### src/rtl/lcd_line_sequencer.sv
// lcd_line_sequencer: scanline timing controller feeding the line renderer.
// Counts dots/lines, sequences PPU modes (OAM, draw, HBlank, VBlank), issues
// one drawline request per visible line and closes the loop on renderComplete.
//
// Ports:
//   clk            system clock
//   reset          asynchronous active-low reset
//   dot_en         dot tick; dot/line counting and mode changes advance only when high
//   lcd_enable     low forces OFF (mode 0, counters and overrun cleared)
//   lyc            LY compare value
//   stat_ie        STAT interrupt selects: [0] HBlank, [1] VBlank, [2] OAM, [3] LYC
//   renderComplete renderer finished the current line
//   drawline       request to draw line ly
//   ly             current line
//   mode           0 HBlank/OFF, 1 VBlank, 2 OAM, 3 draw
//   lyc_match      ly == lyc
//   vblank_irq     one-cycle pulse on VBlank entry
//   stat_irq       one-cycle pulse on a rising edge of the combined STAT line
//   frame_done     one-cycle pulse when the frame wraps to line 0
//   overrun        sticky: a line ended while still drawing
module lcd_line_sequencer #(
  parameter int unsigned DOTS_PER_LINE = 456,
  parameter int unsigned OAM_DOTS      = 80,
  parameter int unsigned MIN_DRAW_DOTS = 172,
  parameter int unsigned VISIBLE_LINES = 144,
  parameter int unsigned TOTAL_LINES   = 154
) (
  input  logic       clk,
  input  logic       reset,
  input  logic       dot_en,
  input  logic       lcd_enable,
  input  logic [7:0] lyc,
  input  logic [3:0] stat_ie,
  input  logic       renderComplete,
  output logic       drawline,
  output logic [7:0] ly,
  output logic [1:0] mode,
  output logic       lyc_match,
  output logic       vblank_irq,
  output logic       stat_irq,
  output logic       frame_done,
  output logic       overrun
);

  localparam int unsigned DOT_W = $clog2(DOTS_PER_LINE);
  localparam logic [DOT_W-1:0] DOT_LAST      = DOT_W'(DOTS_PER_LINE - 1);
  localparam logic [DOT_W-1:0] OAM_LAST      = DOT_W'(OAM_DOTS - 1);
  localparam logic [DOT_W-1:0] DRAW_MIN_LAST = DOT_W'(OAM_DOTS + MIN_DRAW_DOTS - 1);
  localparam logic [7:0]       VIS_LY        = 8'(VISIBLE_LINES);
  localparam logic [7:0]       LY_LAST       = 8'(TOTAL_LINES - 1);

  typedef enum logic [2:0] {
    S_OFF    = 3'd0,
    S_OAM    = 3'd1,
    S_DRAW   = 3'd2,
    S_HBLANK = 3'd3,
    S_VBLANK = 3'd4
  } state_t;

  state_t           state, state_d;
  logic [DOT_W-1:0] dot, dot_d;
  logic [7:0]       ly_d, ly_inc;
  logic [1:0]       mode_d;
  logic             drawline_d;
  logic             done_latched, done_d;
  logic             overrun_d;
  logic             lyc_match_d;
  logic             vblank_irq_d, frame_done_d;
  logic             stat_line, stat_line_d, stat_irq_d;
  logic             render_done;

  // State and output registers
  always_ff @(posedge clk or negedge reset) begin
    if (!reset) begin
      state        <= S_OFF;
      dot          <= '0;
      ly           <= '0;
      mode         <= 2'd0;
      drawline     <= 1'b0;
      done_latched <= 1'b0;
      overrun      <= 1'b0;
      lyc_match    <= 1'b0;
      vblank_irq   <= 1'b0;
      frame_done   <= 1'b0;
      stat_line    <= 1'b0;
      stat_irq     <= 1'b0;
    end else begin
      state        <= state_d;
      dot          <= dot_d;
      ly           <= ly_d;
      mode         <= mode_d;
      drawline     <= drawline_d;
      done_latched <= done_d;
      overrun      <= overrun_d;
      lyc_match    <= lyc_match_d;
      vblank_irq   <= vblank_irq_d;
      frame_done   <= frame_done_d;
      stat_line    <= stat_line_d;
      stat_irq     <= stat_irq_d;
    end
  end

  // Next-state, counters, handshake and interrupt generation
  always_comb begin
    state_d      = state;
    dot_d        = dot;
    ly_d         = ly;
    drawline_d   = drawline;
    done_d       = done_latched;
    overrun_d    = overrun;
    vblank_irq_d = 1'b0;
    frame_done_d = 1'b0;
    mode_d       = 2'd0;
    ly_inc       = 8'(ly + 8'd1);
    // A completion arriving on the deciding edge counts the same as a latched one
    render_done  = done_latched | renderComplete;

    if (!lcd_enable) begin
      state_d    = S_OFF;
      dot_d      = '0;
      ly_d       = '0;
      drawline_d = 1'b0;
      done_d     = 1'b0;
      overrun_d  = 1'b0;
    end else if (state == S_OFF) begin
      state_d = S_OAM;
      dot_d   = '0;
      ly_d    = '0;
    end else begin
      // Handshake runs every clock, independent of dot_en
      if (state == S_DRAW && drawline && renderComplete) begin
        done_d     = 1'b1;
        drawline_d = 1'b0;
      end
      if (dot_en) begin
        if (dot == DOT_LAST) begin
          // Line end: a line still drawing is cut short and flagged
          dot_d      = '0;
          done_d     = 1'b0;
          drawline_d = 1'b0;
          if (state == S_DRAW && !render_done) overrun_d = 1'b1;
          if (ly == LY_LAST) begin
            ly_d         = '0;
            state_d      = S_OAM;
            frame_done_d = 1'b1;
          end else begin
            ly_d = ly_inc;
            if (ly_inc < VIS_LY) begin
              state_d = S_OAM;
            end else begin
              state_d      = S_VBLANK;
              vblank_irq_d = (ly_inc == VIS_LY);
            end
          end
        end else begin
          dot_d = DOT_W'(dot + 1'b1);
          case (state)
            S_OAM: begin
              if (dot == OAM_LAST) begin
                state_d    = S_DRAW;
                drawline_d = 1'b1;
              end
            end
            S_DRAW: begin
              if (render_done && dot >= DRAW_MIN_LAST) state_d = S_HBLANK;
            end
            default: ;
          endcase
        end
      end
    end

    case (state_d)
      S_VBLANK: mode_d = 2'd1;
      S_OAM:    mode_d = 2'd2;
      S_DRAW:   mode_d = 2'd3;
      default:  mode_d = 2'd0;
    endcase

    lyc_match_d = (ly_d == lyc);

    // STAT fires only on a rising edge of the OR of all enabled sources
    stat_line_d = ((mode_d == 2'd0) & stat_ie[0]) |
                  ((mode_d == 2'd1) & stat_ie[1]) |
                  ((mode_d == 2'd2) & stat_ie[2]) |
                  (lyc_match_d & stat_ie[3]);
    stat_irq_d  = stat_line_d & ~stat_line;
  end

endmodule

### config.mk
export PLATFORM = sky130hd
export DESIGN_NAME = lcd_line_sequencer
export DESIGN_NICKNAME = d
export VERILOG_FILES = /design/src/rtl/lcd_line_sequencer.sv
export SDC_FILE = /design/constraint.sdc
export NUM_CORES = 1
export LEC_CHECK = 0
export ABC_AREA = 1
export BUFFER_PORTS_ARGS = -buffer_cell sky130_fd_sc_hd__buf_2
export CAP_MARGIN = 20
export CORE_MARGIN = 1
export CORE_UTILIZATION = 29
export CTS_CLUSTER_DIAMETER = 150
export DETAILED_ROUTE_END_ITERATION = 8
export PLACE_DENSITY = 0.5
export RECOVER_POWER = 25
export SETUP_SLACK_MARGIN = 0.05
export SLEW_MARGIN = 5
export SYNTH_ARGS = -nofsm -noshare
export SYNTH_HDL_FRONTEND = slang
export SYNTH_SLANG_ARGS = --single-unit
### constraint.sdc
create_clock -name clk -period 3.8 [get_ports clk]
set_input_delay 0.76 -clock clk [delete_from_list [all_inputs] [get_ports clk]]
set_output_delay 0.76 -clock clk [all_outputs]
set_load 0.01 [all_outputs]
==> summary.txt <==
Status
  • Outcome: finished, violations left
  • Failing checks: DRC, capacitance limit, slew limit

Worst setup path
  • Crit Path Max Fanout: 4
  • Worst EP required: 3980 ps
  • Largest stage delay, worst path: 400 ps
  • CP Buf/Inv Count: 1
  • Critical path endpoint category: flop
  • Largest delay contributor family on the critical path: simple AND/OR/NAND/NOR gates
  • CP Launch Type: flop
  • Cells along the critical path: ha_1 > nand2_1 > nor2_2 > nand3_1 > nor2_2 > nand3b_1 > nand2_1 > nand2_1 > nand3_1 > nor2_2 > nand3_2 > nand2_1 > nor2_2 > inv_1
  • Critical path's slowest cell: dfrtp_1
  • Crit path kind: reg -> reg
  • Crit path DAT: 2420 ps

Finish
  • Commonest non-fill, non-tap cell in the layout: nand2_1
  • Synth-to-layout area growth: 16.67%
  • ANT cells: 0
  • Fin cells: 430
  • Fillers: 777
  • Commonest cells after routing, fill and taps aside: nand2_1 (80), inv_1 (40), buf_2 (31), dfrtp_1 (30), nand3_1 (22)
  • Total Nets Final: 350
  • Ratio of cells with drive above 1 in the final layout: 27.79%

Synthesis
  • Post-synth top area cell: dfrtp_1
  • Synth top area share: 34.60%
  • YS warnings: 0
  • Simple-Gate Fraction of Synth Area: 47.40%
  • Syn avg cell area: 7.405 sq um
  • Cells after Synth: 293
  • Post-synth EDFFs: 0
  • Async set-reset flop share out of synthesis: 100.0%
  • Number of synthesized register bits: 30
  • Unique cell type count in the Yosys netlist: 36
  • Largest family of logic cells by synthesized area: simple AND/OR/NAND/NOR gates
  • Mapped Nets: 313
  • Main synth FF type: dfrtp_1
  • Sequential area share after synthesis: 34.60%
  • Top post-synthesis cells by area: dfrtp_1 (35%), nand2_1 (14%), inv_1 (6.9%), nand3_1 (5.1%), nor2_1 (3.6%)
  • Mapped Area: 0.002170 sq mm
  • Complex-gate fraction of the synthesized area: 6.113%
  • Adder-cell share of the synthesized area: 1.730%
  • XOR/XNOR Fraction of Synth Area: 0.4037%
  • Mux cell area share after synthesis: 0%

Floorplan
  • Row count: 31
  • Die footprint: 0.007831 sq mm
  • Initial core utilization: 29.91%
  • IO Pins: 33
  • Die Y: 88.50 um
  • CORE AREA: 0.007253 sq mm
  • DIE WIDTH: 88.50 um

Clock network
  • Resize count post-CTS: 0
  • Worst-Skew Late Latency: 300 ps
  • CTS Buf Count: 5
  • Clock slew at reported path FFs: 80 ps
  • Sinks on Clock Net: 30
  • Clock root buffer: clkbuf_8
  • CTS max path bufs: 2
  • H-tree depth: 2
  • Hold_buf cts: 0
  • Post-CTS Setup Inserts: 0
  • TritonCTS clock tree: yes

Power
  • Total leakage power: 1.297 nW
  • Sw Pwr: 0.1990 mW
  • Int Power: 0.4996 mW
  • Net switching fraction of the power: 28.48%
  • Comb pwr share: 12.3%
  • Seq pwr share: 47.1%
  • Total power: 0.6986 mW
  • Peak supply drop: 0.09344 mV
  • PwrDens: 276.0 mW/mm^2
  • Clock power share: 40.5%

Global route
  • GRT overflow: 0
  • First-pass GRT wire length: 9121 um
  • Initial antenna violation count: 0
  • GRT Util Overall: 15.39%
  • Vias in the first global route: 1908
  • Largest net degree at the start of global routing: 31

STA
  • Endpoints failing hold: 0
  • RSZ-0062 raised after global routing: no
  • Setup violators final: 0
  • Maximum clock rate: 0.4466 GHz
  • Max-slew violation count: 31
  • Clock Skew: 12.46 ps
  • Fin crit share: 58.93%
  • Min Tclk post-route: 2239 ps
  • Worst slew pin tran: 1713 ps
  • Total Negative Setup Slacks: 0 ps
  • Rel. slew slack: -14.23%

Route
  • Wire per inst: 12.42 um
  • Iteration-0 DRC Markers: 65
  • WL final: 5342 um
  • Vias per cell: 4.521
  • Antenna-violating nets left: 0
  • First-pass DRT Iterations: 6
  • Detailed-route via count: 1944
  • DR DRC count: 2

Placed design
  • Final HPWL DP: 4176 um
  • Count of input and output buffers: 32
  • GPL Wtd Cong: 0.8572
  • Placed cells: 422

Run
  • Number of max-cap violations: 1

Worst hold path
  • Class of the worst hold path: reg -> reg
power groups by stage:
| stage | sequential, mW | clock [mW] | combinational [mW] |
|---|---|---|---|
| finish | 0.329 | 0.283 | 0.0861 |
| global route | 0.330 | 0.306 | 0.0993 |
| global placement | 0.335 | 0 | 0.0878 |
| detailed placement | 0.336 | 0 | 0.0882 |
| CTS | 0.329 | 0.292 | 0.0885 |
| floorplan | 0.337 | 0 | 0.0572 |
path summary, 6_finish.rpt:
kind | endpoint | slack, ps | from | depth (start not counted)
max | stat_line | 1560 | dot[0] | 14
min | stat_irq | 410 | stat_line | 1
max reg2reg | stat_line | 1560 | dot[0] | 14
min reg2reg | stat_irq | 410 | stat_line | 1
max in group asynchronous | lyc_match | 1900 | reset | 1
min in group asynchronous | dot[6] | 900 | reset | 1
synthesized netlist by cell type, types with 2 or more instances:
| cell | number |
|---|---|
| nand3_4 | 3 |
| inv_1 | 40 |
| nand3_2 | 5 |
| nand2_4 | 5 |
| nor2_4 | 5 |
| nand2_2 | 9 |
| o21ai_0 | 5 |
| nor2_2 | 10 |
| ha_1 | 3 |
| a21oi_1 | 6 |
| nor3_1 | 7 |
| nor2_1 | 21 |
| nand3_1 | 22 |
| inv_2 | 8 |
| nand3b_1 | 7 |
| dfrtp_1 | 30 |
| nand2_1 | 80 |
| nor4_1 | 3 |
| a221oi_1 | 2 |
| nand4_1 | 6 |
stage by stage:
stage          area [sq um]  setup WS, ps  util, %  hold WS [ps]
2_1_floorplan          2170          1774        -         394.4
3_3_place_gp           2437          1434    33.60         405.6
3_5_place_dp           2437          1400    33.60         404.6
4_1_cts                2532          1529    34.91         415.1
5_1_grt                2531          1246    34.90         441.3
6_report               2531          1561    34.90         412.4
final cells by class:
cell class                 instances  area (sq um)  area share, %
multi-input combinational        211          1207          47.70
sequential                        30         750.7          29.66
inverter                          50         195.2          7.711
timing repair buffer              32         158.9          6.278
tap                               99         123.9          4.894
clock buffer                       6         82.58          3.262
clock inverter                     2         12.51         0.4943
logic make-up after synthesis:
logic type | Yosys count
flip-flops | 30
adder cells (fa/ha/maj) | 3
AND/OR/NAND/NOR | 187
AO/OA/AOI/OAI | 20
buffers and inverters | 52
XOR/XNOR | 1
metal layers:
metal / vias up / GRT usage, % / part of all wire (%)
met5: - / 0 / 0
met4: 0 / 4.839 / 1.3
met3: 8 / 2.985 / 4.0
met2: 46 / 23.99 / 45
met1: 889 / 21.43 / 50
li1: 1001 / - / -
state kept, by name (all words and copies together) (netlist names), 2 cells and up:
signal / flops
mode: 2
dot: 9
state: 3
ly: 8
Note: power is estimated with default switching activity, not from simulation.
